===== config.mk =====
export PLATFORM = sky130hd
export DESIGN_NAME = digit_load_seq
export DESIGN_NICKNAME = d
export VERILOG_FILES = /design/src/rtl/digit_load_seq.sv
export SDC_FILE = /design/constraint.sdc
export NUM_CORES = 1
export LEC_CHECK = 0
export ABC_AREA = 1
export ABC_CLOCK_PERIOD_IN_PS = 1500
export BUFFER_PORTS_ARGS = -buffer_cell sky130_fd_sc_hd__buf_2
export CAP_MARGIN = 20
export CORE_MARGIN = 1.5
export CORE_UTILIZATION = 38
export CTS_BUF_LIST = sky130_fd_sc_hd__clkbuf_8
export DETAILED_ROUTE_END_ITERATION = 8
export SLEW_MARGIN = 0
export SYNTH_ARGS = -nofsm -noshare
export SYNTH_HDL_FRONTEND = slang
export SYNTH_SLANG_ARGS = --single-unit

===== constraint.sdc =====
create_clock -name clk -period 1.5 [get_ports clk]
set_input_delay 0.225 -clock clk [delete_from_list [all_inputs] [get_ports clk]]
set_output_delay 0.225 -clock clk [all_outputs]
set_load 0.01 [all_outputs]

===== src/rtl/digit_load_seq.sv =====
// Character-driven load sequencer for a MM:SS clock and alarm.
// 't'/'T' starts a time load (clock frozen while loading), 'a'/'A' starts an
// alarm load, 'e'/'E' and 'd'/'D' arm and disarm the alarm. Four digits follow
// (M tens, M ones, S tens, S ones), each producing a one-cycle load strobe.
// ESC aborts a load; an idle gap of TIMEOUT_CYC cycles aborts it with err.
// Every output comes straight from a flop, so nothing combinational reaches
// the outputs from rx_data.
module digit_load_seq #(
  parameter int unsigned TIMEOUT_CYC = 60_000_000
) (
  input  logic       clk,
  input  logic       rst,
  input  logic       rx_data_rdy,
  input  logic [7:0] rx_data,
  output logic       run,
  output logic       alarm_ena,
  output logic       ld_time,
  output logic       ld_alarm,
  output logic       ldMtens,
  output logic       ldMones,
  output logic       ldStens,
  output logic       ldSones,
  output logic [3:0] ld_num,
  output logic       err
);

  localparam int unsigned CntW = (TIMEOUT_CYC > 1) ? $clog2(TIMEOUT_CYC) : 1;
  localparam logic [CntW-1:0] CntLast = CntW'(TIMEOUT_CYC - 1);

  localparam logic [7:0] ChEsc    = 8'h1B;
  localparam logic [7:0] ChZero   = 8'h30;
  localparam logic [7:0] ChFive   = 8'h35;
  localparam logic [7:0] ChNine   = 8'h39;
  localparam logic [7:0] ChUpA    = 8'h41;
  localparam logic [7:0] ChUpD    = 8'h44;
  localparam logic [7:0] ChUpE    = 8'h45;
  localparam logic [7:0] ChUpT    = 8'h54;
  localparam logic [7:0] ChLoA    = 8'h61;
  localparam logic [7:0] ChLoD    = 8'h64;
  localparam logic [7:0] ChLoE    = 8'h65;
  localparam logic [7:0] ChLoT    = 8'h74;

  typedef enum logic [2:0] {
    StIdle,
    StDMt,
    StDMo,
    StDSt,
    StDSo
  } state_e;

  typedef enum logic {
    ModeTime,
    ModeAlarm
  } mode_e;

  state_e          state_q, state_d;
  mode_e           mode_q, mode_d;
  logic            run_q, run_d;
  logic            alarm_ena_q, alarm_ena_d;
  logic            ld_time_q, ld_time_d;
  logic            ld_alarm_q, ld_alarm_d;
  logic [3:0]      strb_q, strb_d;      // {Mtens, Mones, Stens, Sones}
  logic [3:0]      ld_num_q, ld_num_d;
  logic            err_q, err_d;
  logic [CntW-1:0] cnt_q, cnt_d;

  logic is_esc;
  logic is_d05;
  logic is_d09;
  logic digit_ok;

  // Character classification for the digit states.
  always_comb begin
    is_esc   = (rx_data == ChEsc);
    is_d05   = (rx_data >= ChZero) && (rx_data <= ChFive);
    is_d09   = (rx_data >= ChZero) && (rx_data <= ChNine);
    digit_ok = 1'b0;
    case (state_q)
      StDMt, StDSt: digit_ok = is_d05;
      StDMo, StDSo: digit_ok = is_d09;
      default:      digit_ok = 1'b0;
    endcase
  end

  // Next-state logic: command decode in idle, digit/ESC/timeout handling while loading.
  always_comb begin
    state_d     = state_q;
    mode_d      = mode_q;
    run_d       = run_q;
    alarm_ena_d = alarm_ena_q;
    strb_d      = 4'b0000;
    ld_num_d    = 4'h0;
    err_d       = 1'b0;
    cnt_d       = cnt_q;

    unique case (state_q)
      StIdle: begin
        cnt_d = '0;
        if (rx_data_rdy) begin
          case (rx_data)
            ChLoT, ChUpT: begin
              mode_d  = ModeTime;
              state_d = StDMt;
              run_d   = 1'b0;
            end
            ChLoA, ChUpA: begin
              mode_d  = ModeAlarm;
              state_d = StDMt;
              run_d   = 1'b1;
            end
            ChLoE, ChUpE: alarm_ena_d = 1'b1;
            ChLoD, ChUpD: alarm_ena_d = 1'b0;
            default: ;
          endcase
        end
      end

      StDMt, StDMo, StDSt, StDSo: begin
        // A character arriving on the timeout cycle wins over the timeout.
        if (rx_data_rdy) begin
          cnt_d = '0;
          if (is_esc) begin
            state_d = StIdle;
            run_d   = 1'b1;
          end else if (digit_ok) begin
            ld_num_d = rx_data[3:0];
            case (state_q)
              StDMt: begin
                strb_d  = 4'b1000;
                state_d = StDMo;
              end
              StDMo: begin
                strb_d  = 4'b0100;
                state_d = StDSt;
              end
              StDSt: begin
                strb_d  = 4'b0010;
                state_d = StDSo;
              end
              default: begin
                strb_d  = 4'b0001;
                state_d = StIdle;
                run_d   = 1'b1;
              end
            endcase
          end else begin
            err_d = 1'b1;
          end
        end else if (cnt_q == CntLast) begin
          state_d = StIdle;
          run_d   = 1'b1;
          err_d   = 1'b1;
          cnt_d   = '0;
        end else begin
          cnt_d = cnt_q + CntW'(1);
        end
      end

      default: begin
        state_d = StIdle;
        run_d   = 1'b1;
        cnt_d   = '0;
      end
    endcase

    // Level outputs follow the next state so they line up with the registered state.
    ld_time_d  = (state_d != StIdle) && (mode_d == ModeTime);
    ld_alarm_d = (state_d != StIdle) && (mode_d == ModeAlarm);
  end

  // State and output registers.
  always_ff @(posedge clk or posedge rst) begin
    if (rst) begin
      state_q     <= StIdle;
      mode_q      <= ModeTime;
      run_q       <= 1'b1;
      alarm_ena_q <= 1'b0;
      ld_time_q   <= 1'b0;
      ld_alarm_q  <= 1'b0;
      strb_q      <= 4'b0000;
      ld_num_q    <= 4'h0;
      err_q       <= 1'b0;
      cnt_q       <= '0;
    end else begin
      state_q     <= state_d;
      mode_q      <= mode_d;
      run_q       <= run_d;
      alarm_ena_q <= alarm_ena_d;
      ld_time_q   <= ld_time_d;
      ld_alarm_q  <= ld_alarm_d;
      strb_q      <= strb_d;
      ld_num_q    <= ld_num_d;
      err_q       <= err_d;
      cnt_q       <= cnt_d;
    end
  end

  assign run       = run_q;
  assign alarm_ena = alarm_ena_q;
  assign ld_time   = ld_time_q;
  assign ld_alarm  = ld_alarm_q;
  assign ldMtens   = strb_q[3];
  assign ldMones   = strb_q[2];
  assign ldStens   = strb_q[1];
  assign ldSones   = strb_q[0];
  assign ld_num    = ld_num_q;
  assign err       = err_q;

endmodule


==> Yosys cells after proc, flatten, opt, wreduce, memory -nomap -nowiden <==
Index checks and enable logic that the tools add are counted.
{ "op_classes": {"add_sub_neg": 1, "magnitude_cmp": 3, "n_eq_ne": 19, "n_mux": 38, "bitwise_logic": 1, "reduce_logical": 18} }
{ "op_table": {"columns": ["cell", "n"], "rows": [
  ["$mux W26", 3],
  ["$eq A8 B7 Y1 const B", 8],
  ["$mux W4", 8],
  ["$add A26 B1 Y26 const B", 1],
  ["$eq A26 B26 Y1 const B", 1],
  ["$mux W3", 6],
  ["$le A8 B6 Y1 const B", 2],
  ["$mux W1", 13],
  ["$pmux W4 S3", 1],
  ["$reduce_or A2 Y1", 6],
  ["$pmux W1 S2", 5],
  ["$pmux W3 S3", 1],
  ["$eq A8 B5 Y1 const B", 1],
  ["$ge A8 B6 Y1 const B", 1],
  ["$ne A4 B4 Y1 const B", 2],
  ["$reduce_or A4 Y1", 2],
  ["$eq A3 B2 Y1 const B", 2],
  ["$pmux W3 S2", 1],
  ["$reduce_and A5 Y1", 1],
  ["$logic_and A1 B1 Y1", 4],
  ["$eq A3 B1 Y1 const B", 1],
  ["$eq A3 B3 Y1 const B", 1],
  ["$logic_not A3 Y1", 1],
  ["$ne A3 B1 Y1 const B", 1],
  ["other kinds (7)", 7]
]} }
{ "totals": {"register_bits": 43, "input_bits": 11, "output_inout_bits": 13, "wordCells": 90} }

==> Depth between registers and ports, before layout <==
Gate-level depths: netlist of run 1.
{ "depth": {"ltp_word": 9, "depth_mapped": 12, "mapped_depth_nobuf": 12} }

==> Least setup slack after synthesis of run 1 <==
No wires, ideal clock.
{ "synth_path": {"kind": "register -> register", "from": "register cnt_q[0]", "to": "register ld_time_q (netlist: ld_time)", "setup_time_ns": 0.129, "arrival_ns": 1.460, "t_required_ns": 1.371, "setup_slack_ns": -0.089, "stages_incl_launch_ff": 13, "n_path_buf": 0, "synth_period_minus_slack_ns": 1.589, "cell_sequence": "dfrtp_1 -> ha_1 -> nand2_1 -> nor2_2 -> nand2_2 -> nor2_2 -> nand2_1 -> nand2_2 -> nand2_1 -> nand3_1 -> nand2_1 -> nor2_2 -> nor2_1"} }
{ "synth_via": {"elab_chain_cells": 6} }
{ "synth_rtl": {"columns": ["item", "line", "text"], "rows": [
  ["start, declared", "65", "logic [CntW-1:0] cnt_q, cnt_d;"],
  ["start signal, assigned", "194", "cnt_q <= cnt_d;"],
  ["$eq A26 B26 Y1", "149", "end else if (cnt_q == CntLast) begin"],
  ["$mux W3", "149", null],
  ["$mux W3", "120", "if (rx_data_rdy) begin"],
  ["$pmux W3 S2", "96", "unique case (state_q)"],
  ["$reduce_bool A3 Y1", "167", "ld_time_d = (state_d != StIdle) && (mode_d == ModeTime);"],
  ["$logic_and A1 B1 Y1", "167", null],
  ["via ld_time_d", "60", "logic ld_time_q, ld_time_d;"],
  ["end signal, assigned", "189", "ld_time_q <= ld_time_d;"],
  ["end, declared", "60", null]
]} }
The timed path passes the listed nets, and every way through them passes these cells.
A chain may end at the register's enable or synchronous reset.

==> Worst setup path in the final report of run 1 <==
{ "layout_path": {"from": "register cnt_q[1]", "to": "register ld_time_q (netlist: ld_time)"} }
Same word-level chain as after synthesis.

==> flow_summary.json, run 1 <==
{
  "numCtsBuffers": 5,
  "violations": "setup timing",
  "ios": 24,
  "synth_seq_cells": 43,
  "worstReg2RegStart": "cnt_q[1]",
  "die_w_um": 83.4,
  "place.gp.congestion": 0.926,
  "leakage_nw": 1.75,
  "cp_data_arrival_time_ns": 1.87,
  "dp_slack_ns": -0.184,
  "cts_sinks": 43,
  "fin_nets": 437,
  "ff2ff_path_depth": 12,
  "avgSynthCellArea_um2": 7.60,
  "slew_headroom_pct": 55.6,
  "ys_types": 31,
  "insertion_delay_ns": 0.30,
  "vias_per_cell": 4.86,
  "path_max_fanout": 3,
  "syn2layout_area_growth_pct": 46.0,
  "post_route_cells_drive_above_1_share_pct": 44.1,
  "dieArea_mm2": 0.00695,
  "fp.dieH_um": 83.4,
  "synth_seq_area_share_pct": 43.9,
  "critPathRequiredTime_ns": 1.68,
  "fin_crit_sh_pct": 113,
  "wl_per_cell_um": 13.4,
  "antenna_cells": 0,
  "grt_usage_pct": 18.8,
  "peakVddDrop_mv": 0.549,
  "firstDrtPassIters": 4,
  "synth_warnings": 0,
  "ant_nets": 0,
  "crit_type": "reg -> reg",
  "syn_area_mm2": 0.00246,
  "max_freq_mhz": 592,
  "powerDensity_mw_per_mm2": 933,
  "synthCells": 323,
  "drv_cap": 0,
  "cts.clk_slew.worst_paths_ns": 0.09,
  "hold_viol_final": 0,
  "setup.worst_path.end_class": "flop",
  "worst_slack_ns": -0.189,
  "grt_antenna_before_repair": 0,
  "hpwlAfterDp_um": 4470,
  "port_buffers": 23,
  "clockBufferDepth": 2,
  "grt-ovfl-total": 0,
  "min_to": "alarm_ena",
  "r2r_slack_ns": -0.19,
  "drt-initial-drc-count": 202,
  "root_buffer": "clkbuf_8",
  "drc_errors": 0,
  "holdWs_ns": 0.168,
  "critPathLaunchType": "flop",
  "period_minus_slack_ns": 1.69,
  "grt_pass1_vias": 2257,
  "rsz0062_at_grt": "true",
  "worstMarginPinSlew_ns": 0.663,
  "crit_chain": "ha_2 > nand2_2 > nor2_4 > nand2_4 > nor2_4 > nand3_2 > nand2_2 > nor2_1 > nand2_1 > nand2_2 > nor2_4 > nor2_2",
  "grt_max_degree": 19,
  "setup_violations": 29,
  "critical_path.max_stage_delay_ns": 0.37,
  "totalWireLength_um": 6760,
  "grt_pass1_wl_um": 10500,
  "vias": 2447,
  "tritoncts": "built",
  "hold_depth": 3,
  "initial_core_util_pct": 38.9,
  "core_mm2": 0.00631,
  "synthesis.nets": 335,
  "h-tree-depth": 2,
  "hp-class": "in -> reg",
  "status": "finished with violations",
  "min-delay-start": "rx_data[0]",
  "r2r_end": "ld_time",
  "fin_worst_skew_ns": 0.0106,
  "rows": 29,
  "maxSlewViolCount": 0,
  "critPathSlowestCell": "dfrtp_1"
}
==> per-stage QoR <==
stage,power (mW),instance area (um2),utilization (%),cells,setup TNS (ns)
after floorplan,1.91,2480,-,323,-0.351
after global placement,2.18,3090,49.0,477,-1.00
after detailed placement,2.20,3090,49.0,477,-2.54
after CTS,3.05,3290,52.1,493,-1.63
after global routing,3.53,3590,56.8,503,-5.16
final,3.34,3590,56.8,503,-2.61
==> critical path: cells and delay by family (launching register included) <==
kind / cells / cell delay, ns
adder cells (fa/ha/maj): 1 / 0.19
AND/OR/NAND/NOR: 11 / 1.01
flip-flops: 1 / 0.37
==> metal layers <==
layer,GRT usage [%],vias to the layer above,share of wire [%],wire length [um]
met5,0,-,0,0
li1,-,1222,-,-
met2,29.7,60,47,3150
met4,5.00,0,2.1,140
met1,26.5,1149,47,3200
met3,3.38,16,4.1,274
==> layout by cell type (no fill, tap or decap), types with 6 or more instances in the layout <==
cell type	netlist	routed
dfrtp_1	42	42
nor2_4	5	13
nand3_2	1	7
nand4_1	11	11
inv_1	47	42
nand2_2	4	17
buf_6	1	6
xor2_1	9	8
nor2_2	7	18
nor3_1	13	7
nand2_1	69	54
nor2_1	58	40
buf_2	0	23
buf_4	0	63
nand3_1	18	12
==> kinds of logic after synthesis <==
kind of cell	synth area share, %
and+or+nand+nor	37.9
buffers and inverters	8.61
DFF	43.9
AOI/OAI and AO/OA	4.08
xor gates and xnor gates	4.64
muxes	0.408
adders and majority gates	0.509
==> registers in the layout, indices dropped and copies added (netlist names) <==
| name | flops |
|---|---|
| ld_time | 1 |
| alarm_ena | 1 |
| cnt_q | 26 |
| ld_num | 4 |
| strb_q | 4 |
| state_q | 3 |
| err | 1 |
| mode_q | 1 |
| run | 1 |
| ld_alarm | 1 |
==> area by class of cell <==
| cell class | count | area (um2) |
|---|---|---|
| well taps | 77 | 96.3 |
| repair buffers | 93 | 666 |
| inverters | 49 | 196 |
| repair inverters | 3 | 31.3 |
| clock buffers | 5 | 68.8 |
| multi-input cells | 230 | 1440 |
| clock inverters | 3 | 15.0 |
| flip-flops and latches | 43 | 1080 |
| fillers | 583 | 2730 |
==> where the power goes <==
part / switching [mW] / internal [mW]
clock network: 0.419 / 0.319
registers: 0.0506 / 1.25
logic: 0.798 / 0.510
==> worst max path at each step <==
stage	startpoint	end	slack, ns	cells past startpoint
2_1_floorplan	cnt_q[0]	ld_time	-0.05	12
3_3_place_gp	cnt_q[1]	run	-0.11	12
3_5_place_dp	cnt_q[1]	run	-0.18	12
4_1_cts	cnt_q[0]	ld_time	-0.12	12
5_1_grt	cnt_q[1]	ld_time	-0.29	12
6_report	cnt_q[1]	ld_time	-0.19	12
==> what timing repair did <==
item | CTS | global route
endpoints found under the hold margin | 15 | 0
cloned | 2 | 2
resized for setup | 15 | 65
hold buffers | 1 | 0
pin swaps | 5 | 26
setup endpoints to repair | 36 | 41
setup buffers | 5 | 8
==> synth_stat cells, drive strengths merged <==
| master | count | area share [%] |
|---|---|---|
| a211oi | 1 | 0.31 |
| a21oi | 5 | 1.0 |
| a31oi | 2 | 0.51 |
| and2 | 1 | 0.25 |
| buf | 1 | 0.46 |
| clkbuf | 1 | 0.15 |
| clkinv | 1 | 0.66 |
| dfrtp | 42 | 43 |
| dfstp | 1 | 1.1 |
| ha | 1 | 0.51 |
| inv | 48 | 7.3 |
| mux2i | 1 | 0.41 |
| nand2 | 76 | 13 |
| nand3 | 19 | 4.1 |
| nand4 | 12 | 3.3 |
| nor2 | 71 | 14 |
| nor3 | 14 | 3.1 |
| nor4 | 2 | 0.51 |
| o21ai | 11 | 2.2 |
| xnor2 | 4 | 1.4 |
| xor2 | 9 | 3.2 |
Note: power is estimated with default switching activity, not from simulation.
==> run 2, diff against run 1 <==
--- a/config.mk
+++ b/config.mk
@@ -7,13 +7,13 @@
 export LEC_CHECK = 0
 export ABC_AREA = 1
 export ABC_CLOCK_PERIOD_IN_PS = 1500
-export BUFFER_PORTS_ARGS = -buffer_cell sky130_fd_sc_hd__buf_2
 export CAP_MARGIN = 20
 export CORE_MARGIN = 1.5
 export CORE_UTILIZATION = 38
 export CTS_BUF_LIST = sky130_fd_sc_hd__clkbuf_8
 export DETAILED_ROUTE_END_ITERATION = 8
-export SLEW_MARGIN = 0
+export DONT_BUFFER_PORTS = 1
+export SLEW_MARGIN = 20
 export SYNTH_ARGS = -nofsm -noshare
 export SYNTH_HDL_FRONTEND = slang
 export SYNTH_SLANG_ARGS = --single-unit
==> run 2 against run 1 <==
  * Worst setup slack improved by 0.038 ns
  * Register-to-register slack better by 0.04 ns
  * Combinational power down 8%
  * Wire length barely moved
  * Critical endpoint unchanged
  * Clock power rose by 50%
  * The flow still finishes with violations (setup timing)
  * Worst hold slack worse by 0.13 ns
==> flow_summary.json, run 2 (synthesized netlist as in run 1, its figures left out) <==
{
  "period_minus_slack_ns": 1.65,
  "critPathSlowestCell": "dfrtp_1",
  "grt_pass1_wl_um": 10700,
  "drc_errors": 0,
  "ant_nets": 0,
  "crit_top_cell": "nand2_2",
  "place.gp.congestion": 0.862,
  "worst_slack_ns": -0.151,
  "final_common_cell": "buf_4",
  "rsz0062_at_grt": "true",
  "totalWireLength_um": 6760,
  "h-tree-depth": 2,
  "cp_data_arrival_time_ns": 1.85,
  "status": "finished with violations",
  "grt_usage_pct": 19.0,
  "antenna_cells": 0,
  "cp-startpoint": "cnt_q[0]",
  "initial_core_util_pct": 38.9,
  "worstMarginPinSlew_ns": 0.618,
  "fin_crit_sh_pct": 110,
  "hold_viol_final": 0,
  "leakage_nw": 1.69,
  "critical_path.max_stage_delay_ns": 0.36,
  "grt-ovfl-total": 0,
  "insertion_delay_ns": 0.31,
  "cts_sinks": 43,
  "critPathLaunchType": "flop",
  "dieArea_mm2": 0.00695,
  "grt_pass1_vias": 2277,
  "top_register": "cnt_q",
  "setup.worst_path.end_class": "flop",
  "vias": 2397,
  "wl_per_cell_um": 13.9,
  "root_buffer": "clkbuf_8",
  "drt-initial-drc-count": 173,
  "hpwlAfterDp_um": 4510,
  "vias_per_cell": 4.91,
  "holdWs_ns": 0.0412,
  "clockBufferDepth": 2,
  "cts.clk_slew.worst_paths_ns": 0.09,
  "post_route_cells_drive_above_1_share_pct": 40.9,
  "peakVddDrop_mv": 0.534,
  "largest_register_ffs": 26,
  "multiInputGateArea_mm2": 0.00143,
  "powerDensity_mw_per_mm2": 1030,
  "crit_chain": "ha_2 > nand2_2 > nor2_4 > nand2_4 > nor2_4 > nand2_2 > nand2_4 > nand2_2 > nand3_2 > nand2_2 > nor2_4 > nor2_1",
  "seqCellArea_mm2": 0.00108,
  "final_cell_mix": "72 x buf_4, 55 x nand2_1, 42 x dfrtp_1, 41 x inv_1, 41 x nor2_1",
  "critPathRequiredTime_ns": 1.70,
  "fin_nets": 422,
  "maxSlewViolCount": 0,
  "port_buffers": 0,
  "power_mw": 3.66,
  "rows": 29,
  "firstDrtPassIters": 4,
  "slew_headroom_pct": 58.5,
  "min-delay-start": "rx_data[0]",
  "setup_violations": 32,
  "grt_antenna_before_repair": 0,
  "die_w_um": 83.4,
  "path_max_fanout": 3,
  "core_mm2": 0.00631,
  "grt_max_degree": 17,
  "crit_type": "reg -> reg",
  "numCtsBuffers": 5,
  "worstReg2RegStart": "cnt_q[0]",
  "fin_worst_skew_ns": 0.0142,
  "violations": "setup timing",
  "ios": 24,
  "drv_cap": 0,
  "fp.dieH_um": 83.4,
  "tritoncts": "built",
  "syn2layout_area_growth_pct": 45.2,
  "max_freq_mhz": 606,
  "hp-class": "in -> reg",
  "n_fill_cell": 573,
  "tns_ns": -3.00
}
run 2: cell count changes in the layout (fill, tap and decap cells not counted), sizes merged:
cell | before | now
dlygate4sd3 | 1 | 2
inv | 50 | 49
clkinv | 5 | 3
bufinv | 0 | 2
clkinvlp | 0 | 1
buf | 92 | 76
run 2: final timing paths:
path                             endpoint  slack [ns]  cells past startpoint
worst max-delay path              ld_time       -0.15                     12
worst min-delay path            alarm_ena        0.04                      2
worst max register to register    ld_time       -0.15                     12
worst min register to register        run        0.51                      2
max in group asynchronous       cnt_q[17]        0.59                      3
min in group asynchronous       cnt_q[24]        0.35                      2
run 2: metal layers:
layer  wire [um]  GRT usage [%]  vias to the layer above
met2        3160           29.3                       71
met3         343           3.48                       11
met5           0              0                        -
met1        3150           26.9                     1125
li1            -              -                     1190
met4         112           6.52                        0
run 2: layout make-up:
| cell class | instances | share of cell area [%] |
|---|---|---|
| sequential | 43 | 30.2 |
| timing repair buffer | 78 | 17.0 |
| clock buffer | 5 | 1.93 |
| clock inverter | 3 | 1.89 |
| timing repair inverter | 3 | 0.737 |
| tap | 77 | 2.70 |
| multi-input combinational | 230 | 40.0 |
| inverter | 49 | 5.51 |
run 2: timing repair:
item / CTS / global route
resized for setup: 26 / 47
setup endpoints to repair: 35 / 40
endpoints found under the hold margin: 13 / 0
hold buffers: 2 / 0
buffers inserted: 6 / 8
pin swaps: 11 / 20
cloned: 4 / 0
run 2: worst max-delay path: cells and delay by family, from the launching register on:
family	cells	cell delay (ns)
adders and majority gates	1	0.19
and+or+nand+nor	11	1.01
DFF	1	0.36
run 2: power breakdown:
part	internal, mW	total, mW	switching, mW	leakage [nW]
Sequential	1.25	1.33	0.0847	0.593
Combinational	0.473	1.21	0.739	1.03
Clock	0.664	1.11	0.446	0.0644
Total	2.39	3.66	1.27	1.69
run 2: stage by stage:
step,instance area (um2),utilization (%),setup slack (ns),std cells
after detailed placement,3020,47.9,-0.170,460
final,3570,56.5,-0.151,488
after CTS,3340,52.9,-0.141,480
after floorplan,2480,-,-0.0543,323
after global placement,3020,47.9,-0.127,460
after global routing,3570,56.5,-0.257,488
==> run 3, diff against run 2 <==
--- a/config.mk
+++ b/config.mk
@@ -8,11 +8,14 @@
 export ABC_AREA = 1
 export ABC_CLOCK_PERIOD_IN_PS = 1500
 export CAP_MARGIN = 20
+export CORE_ASPECT_RATIO = 0.6
 export CORE_MARGIN = 1.5
 export CORE_UTILIZATION = 38
 export CTS_BUF_LIST = sky130_fd_sc_hd__clkbuf_8
 export DETAILED_ROUTE_END_ITERATION = 8
 export DONT_BUFFER_PORTS = 1
+export HOLD_SLACK_MARGIN = 0.06
+export SKIP_LAST_GASP = 1
 export SLEW_MARGIN = 20
 export SYNTH_ARGS = -nofsm -noshare
 export SYNTH_HDL_FRONTEND = slang
==> run 3 against run 2 <==
  * The flow still finishes with violations (setup timing)
  * Power increased by 3.2%
  * Largest power group is now combinational logic
  * Clock power decreased by 14%
  * Worst setup slack got worse by 0.12 ns
  * First-iteration DRC count increased by 42%
  * Non-clock buffer count increased by 6
  * Via count increased by 3.5%
==> flow_summary.json, run 3 (synthesized netlist as in run 1, its figures left out) <==
{
  "status": "finished with violations",
  "violations": "setup timing",
  "h-tree-depth": 2,
  "dieArea_mm2": 0.00697,
  "setup_violations": 32,
  "top_register": "cnt_q",
  "insertion_delay_ns": 0.30,
  "largest_register_ffs": 26,
  "final_cell_mix": "74 x buf_4, 58 x nand2_1, 42 x inv_1, 42 x nor2_1, 41 x dfrtp_1",
  "hold_depth": 2,
  "final_common_cell": "buf_4",
  "cts.clk_slew.worst_paths_ns": 0.09,
  "maxSlewViolCount": 0,
  "grt_pass1_vias": 2129,
  "root_buffer": "clkbuf_8",
  "grt-ovfl-total": 0,
  "critPathRequiredTime_ns": 1.74,
  "hold_viol_final": 0,
  "die_w_um": 107,
  "min_to": "ld_num[2]",
  "cp_data_arrival_time_ns": 2.02,
  "tns_ns": -4.91,
  "final_area_mm2": 0.00371,
  "drv_cap": 0,
  "ios": 24,
  "port_buffers": 0,
  "slew_headroom_pct": 68.9,
  "vias_per_cell": 4.96,
  "tritoncts": "built",
  "initial_core_util_pct": 39.8,
  "cts_sinks": 43,
  "powerDensity_mw_per_mm2": 1020,
  "ant_nets": 0,
  "wl_per_cell_um": 15.4,
  "critPathLaunchType": "flop",
  "vias": 2480,
  "rsz0062_at_grt": "true",
  "rows": 22,
  "post_route_cells_drive_above_1_share_pct": 42.8,
  "grt_pass1_wl_um": 11100,
  "n_fill_cell": 530,
  "grt_max_degree": 22,
  "worstReg2RegStart": "cnt_q[1]",
  "fin_crit_sh_pct": 118,
  "syn2layout_area_growth_pct": 51.0,
  "seqCellArea_mm2": 0.00108,
  "max_freq_mhz": 563,
  "place.gp.congestion": 0.896,
  "ff2ff_path_depth": 13,
  "setup.worst_path.end_class": "flop",
  "hpwlAfterDp_um": 5090,
  "r2r_end": "run",
  "fin_worst_skew_ns": 0.00573,
  "path_max_fanout": 4,
  "grt_antenna_before_repair": 0,
  "r2r_slack_ns": -0.28,
  "grt_usage_pct": 21.5,
  "fin_nets": 427,
  "antenna_cells": 0,
  "hp-class": "in -> reg",
  "multiInputGateArea_mm2": 0.00148,
  "period_minus_slack_ns": 1.78,
  "totalWireLength_um": 7680,
  "core_mm2": 0.00617,
  "min-delay-start": "rx_data[2]",
  "leakage_nw": 1.77,
  "power_mw": 3.77,
  "worstMarginPinSlew_ns": 0.466,
  "peakVddDrop_mv": 0.895,
  "drt-initial-drc-count": 246,
  "crit_type": "reg -> reg",
  "clockBufferDepth": 2,
  "firstDrtPassIters": 5,
  "worst_slack_ns": -0.275,
  "fp.dieH_um": 65.3,
  "drc_errors": 0,
  "postPlaceCellArea_mm2": 0.00300,
  "numCtsBuffers": 5
}
## run 3: timing repair
action | in CTS | in global routing
setup buffers | 11 | 13
setup endpoints to repair | 39 | 43
endpoints found under the hold margin | 20 | 0
cloned | 3 | 0
hold buffers | 3 | 0
resized for setup | 24 | 67
pin swaps | 6 | 21
## run 3: worst max-delay path by stage
| stage | start | endpoint | slack (ns) | cells past startpoint |
|---|---|---|---|---|
| CTS | cnt_q[0] | cnt_q[18] | -0.14 | 9 |
| detailed placement | cnt_q[0] | ld_time | -0.22 | 12 |
| finish | cnt_q[1] | run | -0.28 | 13 |
| floorplan | cnt_q[0] | ld_time | -0.05 | 12 |
| global route | cnt_q[1] | run | -0.38 | 13 |
| global placement | cnt_q[1] | ld_time | -0.16 | 12 |
## run 3: layer usage
layer	up-vias	GRT usage, %	share of wire [%]
li1	1201	-	-
met1	1172	35.9	49
met2	98	26.5	42
met3	9	5.06	8.4
met4	0	5.00	0.89
met5	-	0	0
## run 3: worst max-delay path, cell delays in order, from the launching register on
cell,delay [ns]
dfrtp_1,0.36
ha_2,0.20
nand2_2,0.08
nor2_4,0.18
nand2_4,0.09
nor2_4,0.11
nand2_2,0.07
nand2_4,0.12
nor2_8,0.06
buf_12,0.14
clkinv_8,0.07
nand3_4,0.07
nand2_2,0.08
o21ai_1,0.06
## run 3: stage by stage
step | hold slack, ns | cells | setup slack (ns) | util [%]
2_1_floorplan | 0.343 | 323 | -0.0543 | -
3_3_place_gp | 0.150 | 463 | -0.159 | 48.7
3_5_place_dp | 0.151 | 463 | -0.216 | 48.7
4_1_cts | 0.0794 | 488 | -0.144 | 54.4
5_1_grt | 0.0800 | 500 | -0.376 | 60.2
6_report | 0.0920 | 500 | -0.275 | 60.2
## run 3: layout make-up
cell class / count / share of cell area (%)
Tap cell: 84 / 2.83
Multi-Input combinational cell: 229 / 39.8
Timing Repair inverter: 3 / 1.32
Timing Repair Buffer: 84 / 18.5
Inverter: 49 / 5.30
Sequential cell: 43 / 29.1
Clock buffer: 6 / 2.23
Clock inverter: 2 / 0.944
## run 3: power by group
group          internal [mW]  switching (mW)  leakage (nW)
Clock                  0.539           0.420        0.0612
Sequential              1.25          0.0951         0.592
Combinational          0.613           0.857          1.12
Total                   2.40            1.37          1.77
